**config.mk**
```make
export PLATFORM = sky130hd
export DESIGN_NAME = ahbl_arbiter_2m
export DESIGN_NICKNAME = d
export VERILOG_FILES = /design/src/rtl/ahbl_arbiter_2m.sv
export SDC_FILE = /design/constraint.sdc
export NUM_CORES = 1
export LEC_CHECK = 0
export ABC_AREA = 1
export ABC_CLOCK_PERIOD_IN_PS = 1150
export BUFFER_PORTS_ARGS = -buffer_cell sky130_fd_sc_hd__buf_4
export CORE_MARGIN = 8
export CORE_UTILIZATION = 30
export CTS_CLUSTER_SIZE = 10
export DETAILED_ROUTE_END_ITERATION = 6
export PLACE_DENSITY = 0.64
export SYNTH_ARGS = -nofsm -noshare
export SYNTH_HDL_FRONTEND = slang
export SYNTH_SLANG_ARGS = --single-unit
```
**constraint.sdc**
```tcl
create_clock -name HCLK -period 1.15 [get_ports HCLK]
set_input_delay 0 -clock HCLK [delete_from_list [all_inputs] [get_ports HCLK]]
set_output_delay 0 -clock HCLK [all_outputs]
set_load 0.02 [all_outputs]
```
**src/rtl/ahbl_arbiter_2m.sv**
```systemverilog
// ahbl_arbiter_2m
// Two-master AHB-lite arbiter. Each master's address phase is captured in a
// hold register, arbitrated (round-robin or fixed priority) and re-issued on
// the shared bus as a single NONSEQ transfer one cycle later. A master that
// is waiting for the bus sees HREADY_Mx low until its transfer has finished.
module ahbl_arbiter_2m #(
    parameter bit ARB_RR     = 1'b1,
    parameter bit DEF_MASTER = 1'b0
) (
    input  logic        HCLK,
    input  logic        HRESETn,
    // master 0 (CPU)
    input  logic [31:0] HADDR_M0,
    input  logic [1:0]  HTRANS_M0,
    input  logic        HWRITE_M0,
    input  logic [2:0]  HSIZE_M0,
    input  logic [31:0] HWDATA_M0,
    output logic [31:0] HRDATA_M0,
    output logic        HREADY_M0,
    // master 1 (DMA)
    input  logic [31:0] HADDR_M1,
    input  logic [1:0]  HTRANS_M1,
    input  logic        HWRITE_M1,
    input  logic [2:0]  HSIZE_M1,
    input  logic [31:0] HWDATA_M1,
    output logic [31:0] HRDATA_M1,
    output logic        HREADY_M1,
    // shared bus
    output logic [31:0] HADDR,
    output logic [1:0]  HTRANS,
    output logic        HWRITE,
    output logic [2:0]  HSIZE,
    output logic [31:0] HWDATA,
    input  logic [31:0] HRDATA,
    input  logic        HREADY,
    output logic        HMASTER
);

    typedef enum logic [1:0] {
        ST_IDLE = 2'b00,
        ST_PEND = 2'b01,
        ST_DATA = 2'b10
    } mst_state_e;

    localparam logic [1:0] TRANS_IDLE    = 2'b00;
    localparam logic [1:0] TRANS_NONSEQ  = 2'b10;

    // Pick the master to present on the bus when not locked.
    // With both pending, round-robin favours the one that did not win last.
    function automatic logic arb_pick(input logic [1:0] pend,
                                      input logic       last,
                                      input logic       rr);
        logic pick;
        case (pend)
            2'b01:   pick = 1'b0;
            2'b10:   pick = 1'b1;
            2'b11:   pick = rr ? ~last : 1'b0;
            default: pick = 1'b0;
        endcase
        return pick;
    endfunction

    // Per-master views of the input ports, indexed by master number.
    logic [31:0] m_haddr_s  [2];
    logic        m_hwrite_s [2];
    logic [2:0]  m_hsize_s  [2];
    logic [1:0]  req_s;

    assign m_haddr_s[0]  = HADDR_M0;
    assign m_haddr_s[1]  = HADDR_M1;
    assign m_hwrite_s[0] = HWRITE_M0;
    assign m_hwrite_s[1] = HWRITE_M1;
    assign m_hsize_s[0]  = HSIZE_M0;
    assign m_hsize_s[1]  = HSIZE_M1;
    // Only HTRANS[1] matters: SEQ is treated like NONSEQ, BUSY like IDLE.
    assign req_s         = {HTRANS_M1[1], HTRANS_M0[1]};

    logic unused_htrans_s;
    assign unused_htrans_s = HTRANS_M0[0] ^ HTRANS_M1[0];

    // State and hold registers.
    mst_state_e  state_r      [2];
    mst_state_e  state_nxt_s  [2];
    logic [31:0] hold_addr_r  [2];
    logic        hold_write_r [2];
    logic [2:0]  hold_size_r  [2];
    logic [1:0]  cap_s;
    logic [1:0]  hready_m_s;

    // Arbitration state.
    logic        last_r;
    logic        down_r;
    logic        lock_r;
    logic        lock_sel_r;
    logic [1:0]  pend_s;
    logic        asel_s;
    logic        bus_req_s;
    logic        accept_s;
    logic [1:0]  gnt_s;

    // Masters currently waiting for the bus.
    always_comb begin
        pend_s = 2'b00;
        for (int i = 0; i < 2; i++) begin
            if (state_r[i] == ST_PEND) begin
                pend_s[i] = 1'b1;
            end else begin
                pend_s[i] = 1'b0;
            end
        end
    end

    // Address-phase selection; frozen while a NONSEQ is being stretched.
    always_comb begin
        asel_s = 1'b0;
        if (lock_r) begin
            asel_s = lock_sel_r;
        end else begin
            asel_s = arb_pick(pend_s, last_r, ARB_RR);
        end
    end

    assign bus_req_s = pend_s[asel_s];
    assign accept_s  = bus_req_s & HREADY;
    assign gnt_s     = accept_s ? (asel_s ? 2'b10 : 2'b01) : 2'b00;

    // Per-master next state, capture strobe and HREADY_Mx.
    always_comb begin
        for (int i = 0; i < 2; i++) begin
            state_nxt_s[i] = state_r[i];
            cap_s[i]       = 1'b0;
            hready_m_s[i]  = 1'b1;
            case (state_r[i])
                ST_IDLE: begin
                    hready_m_s[i] = 1'b1;
                    if (req_s[i]) begin
                        cap_s[i]       = 1'b1;
                        state_nxt_s[i] = ST_PEND;
                    end else begin
                        state_nxt_s[i] = ST_IDLE;
                    end
                end
                ST_PEND: begin
                    hready_m_s[i] = 1'b0;
                    if (gnt_s[i]) begin
                        state_nxt_s[i] = ST_DATA;
                    end else begin
                        state_nxt_s[i] = ST_PEND;
                    end
                end
                ST_DATA: begin
                    // The bus data phase belongs to this master here.
                    hready_m_s[i] = HREADY;
                    if (HREADY) begin
                        if (req_s[i]) begin
                            cap_s[i]       = 1'b1;
                            state_nxt_s[i] = ST_PEND;
                        end else begin
                            state_nxt_s[i] = ST_IDLE;
                        end
                    end else begin
                        state_nxt_s[i] = ST_DATA;
                    end
                end
                default: begin
                    hready_m_s[i]  = 1'b1;
                    state_nxt_s[i] = ST_IDLE;
                end
            endcase
        end
    end

    // Per-master state registers and captured address/control.
    always_ff @(posedge HCLK or negedge HRESETn) begin
        if (!HRESETn) begin
            for (int i = 0; i < 2; i++) begin
                state_r[i]      <= ST_IDLE;
                hold_addr_r[i]  <= 32'h0000_0000;
                hold_write_r[i] <= 1'b0;
                hold_size_r[i]  <= 3'b000;
            end
        end else begin
            for (int i = 0; i < 2; i++) begin
                state_r[i] <= state_nxt_s[i];
                if (cap_s[i]) begin
                    hold_addr_r[i]  <= m_haddr_s[i];
                    hold_write_r[i] <= m_hwrite_s[i];
                    hold_size_r[i]  <= m_hsize_s[i];
                end
            end
        end
    end

    // Round-robin history, data-phase owner and address-phase lock.
    always_ff @(posedge HCLK or negedge HRESETn) begin
        if (!HRESETn) begin
            last_r     <= 1'b1;
            down_r     <= DEF_MASTER;
            lock_r     <= 1'b0;
            lock_sel_r <= 1'b0;
        end else begin
            if (accept_s) begin
                last_r <= asel_s;
                down_r <= asel_s;
            end
            lock_r     <= bus_req_s & ~HREADY;
            lock_sel_r <= asel_s;
        end
    end

    // Shared bus address/control come straight from the selected hold register.
    assign HTRANS    = bus_req_s ? TRANS_NONSEQ : TRANS_IDLE;
    assign HADDR     = hold_addr_r[asel_s];
    assign HWRITE    = hold_write_r[asel_s];
    assign HSIZE     = hold_size_r[asel_s];

    // Data phase follows the data-phase owner.
    assign HWDATA    = down_r ? HWDATA_M1 : HWDATA_M0;
    assign HMASTER   = down_r;

    assign HRDATA_M0 = HRDATA;
    assign HRDATA_M1 = HRDATA;
    assign HREADY_M0 = hready_m_s[0];
    assign HREADY_M1 = hready_m_s[1];

endmodule

```
=== Yosys cells after proc, flatten, opt, wreduce, memory -nomap -nowiden ===
Cells that the tools add are included.

* Add/subtract/negate cells: 0
* Multiply operators: 0
* Div/mod/pow operators: 0
* Order comparisons: 2
* Equal/unequal tests: 6
* Shift-type cells: 0
* Multiplexer cells: 35
* Bitwise gates (word level): 5
* Reductions and logical operators: 2

{| class="wikitable"
|+ Operators with widths
! cell !! count
|-
| two-way mux 32 bit || 4
|-
| two-way mux 1 bit || 14
|-
| two-way mux 2 bit || 7
|-
| one-hot mux 2 bit (3 select lines) || 2
|-
| one-hot mux 1 bit (2 select lines) || 5
|-
| two-way mux 3 bit || 3
|-
| equality test 2 bit (second input constant) || 4
|-
| equality test 2 x 1 -> 1 bit (second input constant) || 2
|-
| logical NOT 2 bit || 2
|-
| bitwise AND 1 bit || 2
|-
| >= comparator 2 bit (second input constant) || 1
|-
| < comparator 1 x 2 -> 1 bit (second input constant) || 1
|-
| NOT 1 bit || 2
|-
| NOT 1 -> 2 bit || 1
|}

* Register bits after elaboration: 80
* Latch bits: 0
* RAM bits: 0
* Memory bits (read-only): 0
* Input port bits: 175
* Output and inout bits: 137
* Logic and storage cells: 62
* Memories kept: 0

=== Logic depth before layout (Yosys ltp) ===
Gate-level depths: netlist of run 1.

* Depth after elaboration: 11
* Gate-level depth with buffers: 10
* Depth with buffers taken out: 10

=== Worst setup path before layout of run 1 ===
No wires, ideal clock.

* Path kind: reg-to-output
* From: register down_r (netlist: HMASTER)
* To: output HWDATA[10]
* Arrival: 1.292 ns
* Required time: 1.150 ns
* Setup slack: -0.142 ns
* Stages on the path, launching flop included: 4
* Path buffers: 2
* Path through: dfrtp_1 > clkbuf_1 > buf_2 > mux2_2

* Longest elaborated chain between the ends: 1

{| class="wikitable"
|+ Ends and longest elaborated chain
! element !! RTL line !! RTL
|-
| start: declaration || 92 || <nowiki>logic down_r;</nowiki>
|-
| start signal: assignment || 204 || <nowiki>down_r <= asel_s;</nowiki>
|-
| two-way mux 32 bit || 218 || <nowiki>assign HWDATA = down_r ? HWDATA_M1 : HWDATA_M0;</nowiki>
|-
| end: declaration || 33 || <nowiki>output logic [31:0] HWDATA,</nowiki>
|}

Every way passes these cells.

=== Worst setup path in the final report of run 1 ===
* From: register state_r[1] (netlist bit)
* To: output HADDR[23]

* Longest elaborated chain between the ends: 9
* Elaborated cells on any way between the ends: 10
* Classes of those cells: 3 x eq/ne; 6 x mux; 1 x bitwise

{| class="wikitable"
|+ Ends and longest elaborated chain
! element !! RTL line !! RTL
|-
| start: declaration || 82 || <nowiki>mst_state_e state_r [2];</nowiki>
|-
| start signal: indexed assignment || 184 || <nowiki>state_r[i] <= state_nxt_s[i];</nowiki>
|-
| equality test 2 x 1 -> 1 bit * || 105 || <nowiki>if (state_r[i] == ST_PEND) begin</nowiki>
|-
| two-way mux 1 bit * || 105 ||
|-
| equality test 2 bit || 54 || <nowiki>case (pend)</nowiki>
|-
| one-hot mux 1 bit (2 select lines) * || 54 ||
|-
| two-way mux 1 bit * || 116 || <nowiki>if (lock_r) begin</nowiki>
|-
| NOT 1 -> 2 bit (not written as such) * || 213 || <nowiki>assign HADDR = hold_addr_r[asel_s];</nowiki>
|-
| two-way mux 32 bit (not written as such) * (3 in series) || 213 ||
|-
| end: declaration || 29 || <nowiki>output logic [31:0] HADDR,</nowiki>
|}

Mark *: on every way between the ends. The rest lies on a longest branch, timed or not. The select of a mux whose other input is x is not followed.

==> load_flow_metrics.sql, run 1 <==
INSERT INTO impl_metrics (metric_group, metric, value, unit) VALUES
('synthesis', 'yosysWarningCount', '0', ''),
('power', 'p_total', '26.20', 'mW'),
('global_route', 'gr-total-overflow', '0', ''),
('finish', 'flow.area_growth_from_synthesis', '85.78', '%'),
('sta', 'hold-worst-slack', '0.000005156', 'ns'),
('die', 'placeableCoreArea', '0.01515', 'mm^2'),
('power', 'p_sw_share', '40.52', '%'),
('sta', 'timing_max_transition_violations_final', '0', ''),
('routing', 'drt_wl_total', '18.53', 'mm'),
('die', 'die_x', '140.4', 'um'),
('cts', 'tritoncts_clock_tree', 'built', ''),
('synthesis', 'synth_area_per_cell', '11.08', 'um^2'),
('synthesis', 'synthTopCellsByArea', 'sky130_fd_sc_hd__dfrtp_1, sky130_fd_sc_hd__mux2_4, sky130_fd_sc_hd__buf_4, sky130_fd_sc_hd__mux2_2, sky130_fd_sc_hd__nand2_1', ''),
('synthesis', 'synth.cells.most_frequent', 'sky130_fd_sc_hd__nand2_1, sky130_fd_sc_hd__dfrtp_1, sky130_fd_sc_hd__buf_4', ''),
('routing', 'drt-wirelength-per-cell', '20.70', 'um'),
('status', 'outcome', 'finished, violations left', ''),
('cts', 'cts.path.max_buffers', '2', ''),
('cts', 'path_clk_slew', '0.06', 'ns'),
('hold_path', 'hold_end', 'HRDATA_M1[24]', ''),
('power', 'seq_power_share', '20.8', '%'),
('critical_path', 'cell_with_the_largest_stage_delay_on_the_worst_path', 'sky130_fd_sc_hd__dfrtp_1', ''),
('synthesis', 'postSynth.asyncResetShare', '100.0', '%'),
('finish', 'final-instance-count-excl-fill', '895', ''),
('routing', 'drt_first_iter_violations', '101', ''),
('job', 'timing.max_cap.violations', '0', ''),
('sta', 'timing.final.crit_share', '154.6', '%'),
('synthesis', 'yosys.cell_count.top_type', 'sky130_fd_sc_hd__nand2_1', ''),
('hold_path', 'hold_path.class', 'input pin to output pin', ''),
('sta', 'finalClockSkew', '0.006466', 'ns'),
('sta', 'fin_ws', '-0.6281', 'ns'),
('hold_path', 'hp-start', 'HRDATA[24]', ''),
('sta', 'tns', '-65.20', 'ns'),
('placement', 'dpl.cell_count', '758', ''),
('global_route', 'maximum_number_of_pins_on_one_net_before_global_route_repair', '37', ''),
('global_route', 'antenna_violations_before_repair', '1', ''),
('sta', 'rsz0062_at_grt', 'true', ''),
('cts', 'clock_sink_count', '80', ''),
('routing', 'drt_pre_antenna_iters', '4', ''),
('placement', 'place_congestion', '0.8013', ''),
('critical_path', 'cp-end-kind', 'output pin', ''),
('routing', 'number_of_routed_nets_with_antenna_violations', '0', ''),
('synthesis', 'ys_types', '19', ''),
('critical_path', 'critical_path.cell_chain', 'inv_2 -> nand2_2 -> nor2_2 -> nand2_2 -> nand2_4 -> clkinv_8 -> clkbuf_16 -> nand2_1 -> nand2_2 -> buf_6', ''),
('sta', 'post-route-min-period', '1.778', 'ns'),
('placement', 'hpwlAfterDp', '11.25', 'mm'),
('critical_path', 'reg2reg_depth', '8', ''),
('critical_path', 'biggest_cell_delay_along_the_critical_path', '0.40', 'ns'),
('routing', 'viasPerCell', '4.550', ''),
('sta', 'final_setup_violation_count', '151', ''),
('die', 'fp.dieH', '140.4', 'um'),
('global_route', 'grt_pass1_vias', '4514', ''),
('synthesis', 'ys_seq_elements', '80', ''),
('synthesis', 'synth.yosys.seq_area_share', '43.13', '%'),
('power', 'comb_power_share', '69.2', '%'),
('power', 'p_int', '15.58', 'mW'),
('cts', 'number_of_clock_buffers_inserted_by_tritoncts', '9', ''),
('die', 'standard_cell_row_count', '45', ''),
('power', 'p_per_area', '3037', 'mW/mm^2'),
('placement', 'port_buffers', '212', ''),
('power', 'power.ir.vdd_worst', '2.299', 'mV'),
('critical_path', 'reg2reg_slack', '-0.58', 'ns'),
('finish', 'ratio_of_cells_with_drive_above_1_in_the_final_layout', '68.98', '%'),
('status', 'violated_checks', 'setup timing', ''),
('critical_path', 'critical_path.reg2reg.startpoint', 'state_r[1]', ''),
('finish', 'fin_nets', '877', ''),
('critical_path', 'worst-setup-path-type', 'register to output pin', ''),
('die', 'die_outline_area', '0.01972', 'mm^2'),
('cts', 'h-tree-depth', '3', ''),
('routing', 'vias', '4072', ''),
('routing', 'detail_route.drc_violations', '0', ''),
('sta', 'report.final.hold_viol_count', '0', '');
through the flow:
| stage | setup WS [ns] | util (%) |
|---|---|---|
| 2_1_floorplan | -0.07178 | - |
| 3_3_place_gp | -0.2245 | 40.97 |
| 3_5_place_dp | -0.2715 | 40.97 |
| 4_1_cts | -0.5558 | 53.90 |
| 5_1_grt | -0.6957 | 56.97 |
| 6_report | -0.6281 | 56.97 |
state kept, by name (all words and copies together), names as in the netlist:
name,cells
state_r,4
hold_size_r,6
last_r,1
HMASTER,1
lock_sel_r,1
hold_write_r,2
hold_addr_r,64
lock_r,1
worst max-delay path by stage:
stage,from,end,cells after the start,slack [ns]
final,state_r[1],HADDR[23],10,-0.63
after global routing,state_r[1],HADDR[28],10,-0.70
after CTS,state_r[1],HADDR[31],10,-0.56
after detailed placement,last_r,HSIZE[1],8,-0.27
after global placement,last_r,HADDR[7],8,-0.22
after floorplan,state_r[2],hold_addr_r[39],4,-0.07
timing repair:
item                                   CTS  global route
gates cloned                            12             4
hold buffers                            75             0
setup endpoints to repair              150           152
resized for setup                      139            96
pin swaps                               13            15
setup buffers                           17            24
endpoints found under the hold margin  153             0
cells by family (layout without fill, tap and decap cells):
| group | Yosys count | after routing | synth area share, % |
|---|---|---|---|
| AO/OA/AOI/OAI | 4 | 4 | 0.4311 |
| flip-flops | 80 | 80 | 43.13 |
| multiplexers | 104 | 104 | 29.98 |
| other | 1 | 2 | 0.08074 |
| buffers and inverters | 92 | 379 | 14.22 |
| AND/OR/NAND/NOR | 138 | 138 | 12.15 |
cells in the final DEF, fill, tap and decap left out, types with 2 or more instances in the layout:
cell type / n
sky130_fd_sc_hd__a21oi_1: 2
sky130_fd_sc_hd__buf_12: 13
sky130_fd_sc_hd__buf_16: 7
sky130_fd_sc_hd__buf_4: 165
sky130_fd_sc_hd__buf_6: 86
sky130_fd_sc_hd__buf_8: 5
sky130_fd_sc_hd__clkbuf_1: 2
sky130_fd_sc_hd__clkbuf_16: 13
sky130_fd_sc_hd__clkinv_2: 2
sky130_fd_sc_hd__dfrtp_1: 78
sky130_fd_sc_hd__dlygate4sd3_1: 75
sky130_fd_sc_hd__inv_1: 2
sky130_fd_sc_hd__inv_2: 4
sky130_fd_sc_hd__mux2_2: 13
sky130_fd_sc_hd__mux2_4: 91
sky130_fd_sc_hd__nand2_1: 51
sky130_fd_sc_hd__nand2_2: 42
sky130_fd_sc_hd__nand2_4: 33
sky130_fd_sc_hd__nand3_1: 4
sky130_fd_sc_hd__nand3_4: 2
sky130_fd_sc_hd__nand4_1: 3
sky130_fd_sc_hd__o21ai_4: 2
area by class of cell:
cell class / instances / area, um^2
diodes: 1 / 2.502
clock buffers: 12 / 246.5
clock inverters: 3 / 18.77
fillers: 1208 / 6518
inverters: 9 / 56.30
multi-input cells: 247 / 2479
flip-flops and latches: 80 / 2004
well taps: 188 / 235.2
repair buffers: 355 / 3586
metal layers:
metal  GRT usage (%)  part of all wire, %  vias to the layer above
met1           19.88                   39                     1988
met4           7.429                  3.5                        0
met3           5.878                  6.4                       70
li1                -                    -                     1875
met5               0                    0                        -
met2           30.39                   51                      139
power by group through the flow:
stage / Clock [mW] / Combinational [mW] / Sequential [mW]
CTS: 2.73 / 16.5 / 5.28
global placement: 0 / 12.4 / 5.12
floorplan: 0 / 8.48 / 4.90
global route: 2.90 / 19.1 / 5.61
finish: 2.64 / 18.1 / 5.44
detailed placement: 0 / 12.5 / 5.15
worst max-delay path: cells and delay by family (launching register included):
| kind | cells | cell delay, ns |
|---|---|---|
| AND/OR/NAND/NOR | 6 | 0.53 |
| buffers and inverters | 4 | 0.50 |
| flip-flops | 1 | 0.40 |
Note: power is estimated with default switching activity, not from simulation.
==> run 2: changes to the inputs <==
--- a/config.mk
+++ b/config.mk
@@ -7,12 +7,12 @@
 export LEC_CHECK = 0
 export ABC_AREA = 1
 export ABC_CLOCK_PERIOD_IN_PS = 1150
-export BUFFER_PORTS_ARGS = -buffer_cell sky130_fd_sc_hd__buf_4
 export CORE_MARGIN = 8
 export CORE_UTILIZATION = 30
 export CTS_CLUSTER_SIZE = 10
 export DETAILED_ROUTE_END_ITERATION = 6
-export PLACE_DENSITY = 0.64
+export DONT_BUFFER_PORTS = 1
+export PLACE_DENSITY = 0.46
 export SYNTH_ARGS = -nofsm -noshare
 export SYNTH_HDL_FRONTEND = slang
 export SYNTH_SLANG_ARGS = --single-unit
==> load_flow_metrics.sql, run 2 (synthesis gave the netlist of run 1 again) <==
INSERT INTO impl_metrics (metric_group, metric, value, unit) VALUES
('status', 'outcome', 'finished, violations left', ''),
('status', 'violated_checks', 'hold timing, setup timing', ''),
('global_route', 'grt_pass1_vias', '3637', ''),
('global_route', 'wire_length_of_the_first_global_routing_pass', '23.49', 'mm'),
('sta', 'timing.final.crit_share', '144.5', '%'),
('finish', 'ratio_of_cells_with_drive_above_1_in_the_final_layout', '55.58', '%'),
('sta', 'max_clock_freq', '601.8', 'MHz'),
('finish', 'final-instance-count-excl-fill', '672', ''),
('cts', 'path_clk_slew', '0.07', 'ns'),
('die', 'standard_cell_row_count', '45', ''),
('critical_path', 'worstReg2RegEnd', 'hold_addr_r[6]', ''),
('die', 'io_pins', '312', ''),
('cts', 'ctsHoldBuffers', '74', ''),
('placement', 'dpl.cell_count', '551', ''),
('routing', 'drt_first_iter_violations', '85', ''),
('finish', 'fin_area', '0.006754', 'mm^2'),
('placement', 'place_congestion', '0.8670', ''),
('critical_path', 'critical_path.reg2reg.startpoint', 'state_r[1]', ''),
('routing', 'number_of_routed_nets_with_antenna_violations', '0', ''),
('placement', 'postPlaceCellArea', '0.004677', 'mm^2'),
('job', 'timing.max_cap.violations', '0', ''),
('power', 'clockPowerShare', '13.2', '%'),
('cts', 'clock_sink_count', '80', ''),
('cts', 'clkLatencyLatePin', '0.35', 'ns'),
('sta', 'post-route-min-period', '1.662', 'ns'),
('power', 'power.ir.vdd_worst', '1.528', 'mV'),
('placement', 'hpwlAfterDp', '11.80', 'mm'),
('finish', 'final_common_cell', 'sky130_fd_sc_hd__mux2_4', ''),
('power', 'p_total', '22.51', 'mW'),
('routing', 'drt_pre_antenna_iters', '4', ''),
('finish', 'largest_register_ffs', '64', ''),
('cts', 'number_of_clock_buffers_inserted_by_tritoncts', '9', ''),
('critical_path', 'reg2reg_depth', '6', ''),
('sta', 'rsz0062_at_grt', 'true', ''),
('sta', 'timing_max_transition_violations_final', '0', ''),
('sta', 'final_setup_violation_count', '151', ''),
('placement', 'port_buffers', '0', ''),
('critical_path', 'critical_path_arrival', '1.66', 'ns'),
('hold_path', 'hold_path.class', 'input pin to async pin', ''),
('finish', 'layout_top_registers', 'hold_addr_r: 64 flops, hold_size_r: 6 flops, state_r: 4 flops', ''),
('power', 'total_switching_power', '9.720', 'mW'),
('finish', 'fin_nets', '654', ''),
('routing', 'drt_wl_total', '16.37', 'mm'),
('global_route', 'maximum_number_of_pins_on_one_net_before_global_route_repair', '81', ''),
('power', 'p_sw_share', '43.18', '%'),
('critical_path', 'setup.worst_path.start_class', 'register', ''),
('power', 'p_int', '12.79', 'mW'),
('critical_path', 'worst-setup-path-type', 'register to output pin', ''),
('critical_path', 'critical_path_peak_fanout', '8', ''),
('sta', 'hold-worst-slack', '-0.6558', 'ns'),
('die', 'die_x', '140.4', 'um'),
('cts', 'h-tree-depth', '3', ''),
('critical_path', 'cp-end-kind', 'output pin', ''),
('cts', 'cts.path.max_buffers', '2', ''),
('cts', 'ctsRootBufferMaster', 'sky130_fd_sc_hd__clkbuf_16', ''),
('routing', 'drt-wirelength-per-cell', '24.36', 'um'),
('die', 'floorplan.initialDensity', '30.67', '%'),
('global_route', 'gr-total-overflow', '0', ''),
('sta', 'fin_ws', '-0.5117', 'ns'),
('power', 'seq_power_share', '23.6', '%'),
('finish', 'final_core_util', '44.59', '%'),
('cts', 'tritoncts_clock_tree', 'built', ''),
('global_route', 'antenna_violations_before_repair', '0', ''),
('critical_path', 'critical_path_required', '1.15', 'ns'),
('routing', 'vias', '3213', ''),
('routing', 'detail_route.drc_violations', '0', ''),
('sta', 'finalClockSkew', '0.01127', 'ns'),
('global_route', 'global_route.usage.total', '16.10', '%'),
('critical_path', 'reg2reg_slack', '-0.32', 'ns'),
('routing', 'viasPerCell', '4.781', ''),
('sta', 'report.final.hold_viol_count', '80', ''),
('die', 'placeableCoreArea', '0.01515', 'mm^2'),
('finish', 'flow.area_growth_from_synthesis', '45.42', '%'),
('die', 'die_outline_area', '0.01972', 'mm^2'),
('power', 'p_per_area', '3333', 'mW/mm^2'),
('die', 'fp.dieH', '140.4', 'um'),
('power', 'comb_power_share', '63.1', '%'),
('finish', 'mostFrequentLayoutCells', 'sky130_fd_sc_hd__mux2_4, sky130_fd_sc_hd__dfrtp_1, sky130_fd_sc_hd__dlygate4sd3_1', ''),
('finish', 'n_antenna_cell', '0', ''),
('power', 'p_leak', '3.238', 'nW'),
('finish', 'top_register', 'hold_addr_r', '');
[run 2: worst max path at each step]
stage	slack [ns]	cells after the start	to	startpoint
CTS	-0.50	7	HADDR[6]	last_r
floorplan	-0.07	4	hold_addr_r[39]	state_r[2]
detailed placement	-0.23	8	HADDR[31]	state_r[1]
global route	-0.59	7	HADDR[9]	last_r
finish	-0.51	7	HADDR[9]	last_r
global placement	-0.21	8	HADDR[31]	state_r[1]
[run 2: worst max-delay path: stages (launching register included)]
cell,delay [ns]
sky130_fd_sc_hd__dfstp_2,0.54
sky130_fd_sc_hd__nand3_2,0.09
sky130_fd_sc_hd__nand2_4,0.11
sky130_fd_sc_hd__nand2_8,0.09
sky130_fd_sc_hd__clkinv_8,0.11
sky130_fd_sc_hd__clkbuf_16,0.17
sky130_fd_sc_hd__nand2_1,0.06
sky130_fd_sc_hd__nand2_2,0.13
[run 2: timing repair]
item,4_1_cts,5_1_grt
cloned,5,4
hold endpoints to repair,159,80
pin swaps,24,21
buffers inserted,19,11
gates resized for setup,86,84
endpoints found under the setup margin,150,152
[run 2: metrics by stage]
step / TNS, ns / setup slack (ns)
4_1_cts: -49.00 / -0.5034
3_3_place_gp: -19.05 / -0.2116
5_1_grt: -55.92 / -0.5889
3_5_place_dp: -20.52 / -0.2272
6_report: -47.43 / -0.5117
2_1_floorplan: -5.049 / -0.07178
[run 2: cell type report]
type | count | area [um^2]
Multi-Input combinational cell | 247 | 2571
Inverter | 9 | 51.30
Fill cell | 1360 | 8392
Tap cell | 188 | 235.2
Clock buffer | 10 | 239.0
Clock inverter | 6 | 65.06
Timing Repair Buffer | 132 | 1588
Sequential cell | 80 | 2004
[run 2: power groups by stage]
stage | Combinational, mW | Sequential (mW) | Clock [mW]
global route | 15.1 | 5.50 | 3.20
global placement | 10.2 | 5.14 | 0
floorplan | 8.48 | 4.90 | 0
finish | 14.2 | 5.32 | 2.98
CTS | 12.3 | 5.14 | 3.09
detailed placement | 10.3 | 5.14 | 0
[run 2: routing by layer]
layer  vias up  GRT usage, %  part of all wire, %
li1       1424             -                    -
met1      1591         18.34                   39
met2       150         24.11                   47
met3        48         9.106                   11
met4         0         7.200                  3.3
met5         -             0                    0
